==> config.mk <==
export PLATFORM = sky130hd
export DESIGN_NAME = ct_had_bkpt_sqc_ctrl
export DESIGN_NICKNAME = d
export VERILOG_FILES = /design/src/rtl/ct_had_bkpt_pkg.sv /design/src/rtl/ct_had_bkpt_hit_latch.sv /design/src/rtl/ct_had_bkpt_sqc_ctrl.sv
export SDC_FILE = /design/constraint.sdc
export NUM_CORES = 1
export LEC_CHECK = 0
export ABC_AREA = 0
export BUFFER_PORTS_ARGS = -buffer_cell sky130_fd_sc_hd__buf_2
export CORE_AREA = 2 2 39 41
export DETAILED_ROUTE_END_ITERATION = 10
export DIE_AREA = 0 0 41 43
export GPL_TIMING_DRIVEN = 0
export SLEW_MARGIN = 20
export SYNTH_ARGS = -nofsm -noshare
export SYNTH_HDL_FRONTEND = slang
export SYNTH_SLANG_ARGS = --single-unit
export TNS_END_PERCENT = 20
==> constraint.sdc <==
create_clock -name cpuclk -period 1.51 [get_ports cpuclk]
set_input_delay 0.2265 -clock cpuclk [delete_from_list [all_inputs] [get_ports cpuclk]]
set_output_delay 0.2265 -clock cpuclk [all_outputs]
set_load 0.01 [all_outputs]
==> src/rtl/ct_had_bkpt_pkg.sv <==
// ct_had_bkpt_pkg: SQC and state encodings shared by the HAD memory breakpoint sequencer
package ct_had_bkpt_pkg;
  localparam int SQC_W   = 2;
  localparam int STATE_W = 2;
  localparam logic [SQC_W-1:0] SQC_INDEP = 2'b00;
  localparam logic [SQC_W-1:0] SQC_SEQ   = 2'b01;
  localparam logic [SQC_W-1:0] SQC_AND   = 2'b10;
  localparam logic [SQC_W-1:0] SQC_OFF   = 2'b11;
  localparam logic [STATE_W-1:0] ST_IDLE  = 2'b00;
  localparam logic [STATE_W-1:0] ST_ARMED = 2'b01;
  localparam logic [STATE_W-1:0] ST_REQ   = 2'b10;
  localparam logic [STATE_W-1:0] ST_DBG   = 2'b11;
endpackage

==> src/rtl/ct_had_bkpt_hit_latch.sv <==
// ct_had_bkpt_hit_latch: sticky hit flag, clear wins over set in the same cycle
module ct_had_bkpt_hit_latch (
  input  logic cpuclk,
  input  logic cpurst_b,
  input  logic set,
  input  logic clr,
  output logic hit
);
  always_ff @(posedge cpuclk or negedge cpurst_b)
    if (!cpurst_b) hit <= 1'b0;
    else if (clr)  hit <= 1'b0;
    else if (set)  hit <= 1'b1;
endmodule

==> src/rtl/ct_had_bkpt_sqc_ctrl.sv <==
// ct_had_bkpt_sqc_ctrl: sequence-condition controller for memory breakpoint units A/B
// Optional external trigger source enabled by HAD_BKPT_EXT_TRIG_EN.
module ct_had_bkpt_sqc_ctrl
  import ct_had_bkpt_pkg::*;
#(
  parameter int SQC_W   = 2,
  parameter int STATE_W = 2
) (
  input  logic               cpuclk,
  input  logic               cpurst_b,
  input  logic               bkpta_inst_req,
  input  logic               bkpta_data_req,
  input  logic               bkptb_inst_req,
  input  logic               bkptb_data_req,
  input  logic               bkpta_ack,
  input  logic               bkptb_ack,
  input  logic [SQC_W-1:0]   regs_xx_sqc,
  input  logic               regs_xx_hcr_wr,
  input  logic               rtu_yy_xx_dbgon,
  input  logic               rtu_had_dbg_ack,
  input  logic               rtu_yy_xx_flush,
`ifdef HAD_BKPT_EXT_TRIG_EN
  input  logic               ext_trig_req,
  output logic               ctrl_regs_hit_ext,
`endif
  output logic               ctrl_bkpta_en,
  output logic               ctrl_bkptb_en,
  output logic               ctrl_rtu_mbkpt_dbgreq,
  output logic               ctrl_regs_hit_a,
  output logic               ctrl_regs_hit_b,
  output logic [STATE_W-1:0] ctrl_regs_sqc_state
);
  logic [STATE_W-1:0] state, nxt;
  logic req_a, req_b, dbgon_q, dbgon_fall, ext, set_a, set_b;
  assign req_a      = bkpta_inst_req | bkpta_data_req;
  assign req_b      = bkptb_inst_req | bkptb_data_req;
  assign dbgon_fall = dbgon_q & ~rtu_yy_xx_dbgon;
`ifdef HAD_BKPT_EXT_TRIG_EN
  assign ext = ext_trig_req && regs_xx_sqc != SQC_OFF && (state == ST_IDLE || state == ST_ARMED);
`else
  assign ext = 1'b0;
`endif
  // set_a/set_b reflect the raw REQ-entry condition; an HCR write in the same cycle clears them away
  always_comb begin
    nxt   = state;
    set_a = 1'b0;
    set_b = 1'b0;
    case (state)
      ST_IDLE: begin
        set_a = (regs_xx_sqc == SQC_INDEP && req_a) || (regs_xx_sqc == SQC_AND && req_a && req_b);
        set_b = (regs_xx_sqc == SQC_INDEP && req_b) || (regs_xx_sqc == SQC_AND && req_a && req_b);
        nxt   = (set_a | set_b | ext) ? ST_REQ : (regs_xx_sqc == SQC_SEQ && req_a) ? ST_ARMED : ST_IDLE;
      end
      ST_ARMED: begin
        set_a = req_b;
        set_b = req_b;
        nxt   = (req_b | ext) ? ST_REQ : ST_ARMED;
      end
      ST_REQ:  nxt = (rtu_had_dbg_ack | rtu_yy_xx_dbgon) ? ST_DBG : ST_REQ;
      default: nxt = dbgon_fall ? ST_IDLE : ST_DBG;
    endcase
    if (regs_xx_hcr_wr && state != ST_REQ) nxt = ST_IDLE;
  end
  always_ff @(posedge cpuclk or negedge cpurst_b)
    if (!cpurst_b) begin
      state   <= ST_IDLE;
      dbgon_q <= 1'b0;
    end else begin
      state   <= nxt;
      dbgon_q <= rtu_yy_xx_dbgon;
    end
  assign ctrl_bkpta_en         = state == ST_IDLE && regs_xx_sqc != SQC_OFF;
  assign ctrl_bkptb_en         = state == ST_ARMED || (state == ST_IDLE && (regs_xx_sqc == SQC_INDEP || regs_xx_sqc == SQC_AND));
  assign ctrl_rtu_mbkpt_dbgreq = state == ST_REQ;
  assign ctrl_regs_sqc_state   = state;
  ct_had_bkpt_hit_latch u_hit_a (.cpuclk(cpuclk), .cpurst_b(cpurst_b), .set(set_a), .clr(regs_xx_hcr_wr), .hit(ctrl_regs_hit_a));
  ct_had_bkpt_hit_latch u_hit_b (.cpuclk(cpuclk), .cpurst_b(cpurst_b), .set(set_b), .clr(regs_xx_hcr_wr), .hit(ctrl_regs_hit_b));
`ifdef HAD_BKPT_EXT_TRIG_EN
  ct_had_bkpt_hit_latch u_hit_ext (.cpuclk(cpuclk), .cpurst_b(cpurst_b), .set(ext), .clr(regs_xx_hcr_wr), .hit(ctrl_regs_hit_ext));
`endif
  // unit acks are only legal once a debug entry is under way
  a_ack_state: assert property (@(posedge cpuclk) disable iff (!cpurst_b)
    (bkpta_ack | bkptb_ack) |-> (state == ST_REQ || state == ST_DBG));
  a_flush_hold: assert property (@(posedge cpuclk) disable iff (!cpurst_b)
    (state == ST_REQ && rtu_yy_xx_flush && !rtu_had_dbg_ack && !rtu_yy_xx_dbgon) |=> state == ST_REQ);
endmodule
==> results.txt <==
DRT antenna net count -> 0
DR vias -> 354
Slew HR -> 77.5%
Max Fclk -> 739 MHz
vias in the first global route -> 330
largest net degree at the start of global routing -> 11
unrepaired setup endpoints after global routing -> false
Hold Vio Cnt, Final -> 0
fillcell total -> 152
multi-input combinational cell area -> 175 um2
All-Layer GR Usage -> 10.9%
Mapped Area -> 334 um2
crit share post-route -> 89.6%
final setup fails -> 0
Worst Clk Skew -> 0.00361 ns
gpl congestion -> 0.742
die height -> 43 um
Diodes inserted -> 0
Clock Sinks -> 5
WS Path Type -> register to output pin
Synth Net Count -> 49
Starting Density -> 24.1%
CORE AREA -> 0.00138 mm2
Site Rows -> 14
IR drop worst, VDD -> 0.593 mV
post-cts repair resize count -> 0
Post-Syn Area per Cell -> 9.54 um2
clk_lat worst skew -> 0.24 ns
pwr dens -> 1690 mW/mm2
total congestion overflow -> 0
final WL -> 781 um
Synth cell types -> 18
die footprint -> 0.00176 mm2
max cap viols -> 0
register cell area after layout -> 125 um2
CP Launch Type -> register
Worst R2R Setup Slack -> 0.38 ns
Top Ports -> 21
#FFs+latches synth -> 5
Max clock buf depth -> 2
Final Net Count -> 72
Layout area overhead -> 42.3%
hold_sp -> rtu_yy_xx_dbgon
Num CTS Buffers -> 3
final critical-path required period -> 1.35 ns
synth warn -> 0
critical path required time -> 1.28 ns
Post-Syn Instances -> 35
worst hold slack -> 0.111 ns
port bufs -> 17
Via density -> 4.85
Leak Pwr -> 0.223 nW
clock slew at reported path FFs -> 0.05 ns
Pre-antenna DRT Iters -> 4
Iter 0 DRT Violations -> 5
Worst-Margin Slew -> 0.333 ns
worst setup path startpoint -> ctrl_regs_sqc_state[1]$_DFF_PN0_
largest fanout on the critical path -> 10
CP endpoint kind -> output pin
global-route wire length before repair -> 1.28 mm
DR DRC count -> 0
Avg WL per Cell -> 10.7 um
H-tree levels -> 1
R2R Path Start -> ctrl_regs_sqc_state[0]$_DFF_PN0_
sequential area share after synthesis -> 37.5%
Final Max Tran Viols -> 0
critical path arrival -> 1.13 ns
share of cells above drive strength 1 -> 45.6%
setup_tns -> 0 ns
postcts setup bufs -> 0
die width -> 41 um
Hold Buf Count CTS -> 1
initial antenna violation count -> 0
CTS root buffer -> clkbuf_4
post-DP HPWL -> 637 um
Hold Crit Class -> input port to register
CTS tree -> done
status -> complete, no violations
==> registers in the layout (all words and copies together) (netlist names) <==
name	flops
ctrl_regs_sqc_state	2
u_hit_a.hit	1
u_hit_b.hit	1
dbgon_q	1
==> where the power goes <==
part | switching, W | internal [W] | total (W)
clock network | 0.0000545 | 0.0000999 | 0.000154
registers | 0.0000326 | 0.000177 | 0.000210
logic | 0.000228 | 0.000209 | 0.000438
total | 0.000315 | 0.000487 | 0.000802
==> metrics by stage <==
step	util [%]	cells	area (um2)	setup slack, ns	power [W]
final	34.4	73	475	0.157	0.000802
after CTS	34.4	73	475	0.137	0.000814
after global placement	31.7	68	439	0.365	0.000642
after detailed placement	31.7	68	439	0.372	0.000650
after floorplan	-	35	334	0.367	0.000511
after global routing	34.4	73	475	0.0501	0.000878
==> cell usage after synthesis, drive strengths merged <==
| library cell | instances | area, um2 |
|---|---|---|
| o21ba | 1 | 10.0 |
| maj3 | 1 | 11.3 |
| o221ai | 1 | 8.76 |
| o311ai | 1 | 8.76 |
| inv | 3 | 11.3 |
| and2b | 1 | 7.51 |
| o21ai | 2 | 10.0 |
| or2 | 1 | 6.26 |
| dfrtp | 5 | 125 |
| nor2 | 3 | 11.3 |
| a21oi | 7 | 35.0 |
| a211oi | 3 | 27.5 |
| nor3 | 1 | 16.3 |
| o2111ai | 1 | 8.76 |
| nand3b | 1 | 7.51 |
| buf | 2 | 22.5 |
| a31oi | 1 | 6.26 |
==> area by class of cell <==
cell class                      instances  share of cell area (%)
Buffer                                  2                    4.74
Clock buffer                            4                    5.53
Inverter                                3                    2.37
Multi-Input combinational cell         25                    36.8
Sequential cell                         5                    26.3
Tap cell                               16                    4.21
Timing Repair Buffer                   18                    20.0
==> logic make-up (layout without fill, tap and decap cells) <==
kind of cell / after synthesis / in the layout / synth area share, %
buffers and inverters: 5 / 27 / 10.1
AOI/OAI and AO/OA: 17 / 17 / 34.5
DFF: 5 / 5 / 37.5
and+or+nand+nor: 7 / 7 / 14.6
adders and majority gates: 1 / 1 / 3.37
==> worst max-delay path, stage by stage (launching register included) <==
cell     delay [ns]
dfrtp_1        0.41
buf_6          0.15
and2b_1        0.17
buf_2          0.14
==> placed cells by master (no fill, tap or decap) <==
cell and count:
clkbuf_1 1, buf_2 17, o311ai_0 1, maj3_2 1, buf_6 2, a31oi_1 1
or2_1 1, o221ai_1 1, o21ba_2 1, nor3_4 1, a211oi_1 2, nand3b_1 1
a211oi_2 1, and2b_1 1, inv_1 3, dlygate4sd3_1 1, o2111ai_1 1, dfrtp_1 5
nor2_1 3, a21oi_1 7, clkbuf_4 3, o21ai_0 2
==> final timing paths <==
kind,end,cells after the start
min in group asynchronous,dbgon_q$_DFF_PN0_,2
worst max register to register,u_hit_b.hit$_DFFE_PN0P_,4
worst min-delay path,dbgon_q$_DFF_PN0_,1
worst min register to register,u_hit_a.hit$_DFFE_PN0P_,2
worst max-delay path,ctrl_rtu_mbkpt_dbgreq,3
max in group asynchronous,u_hit_a.hit$_DFFE_PN0P_,2
==> layer usage <==
layer / part of all wire [%] / track usage, %
met5: 0 / 0
met4: 0 / 8.00
met3: 9.3 / 3.66
met2: 42 / 15.0
met1: 48 / 13.4
Power figures use the tool's default switching activity.
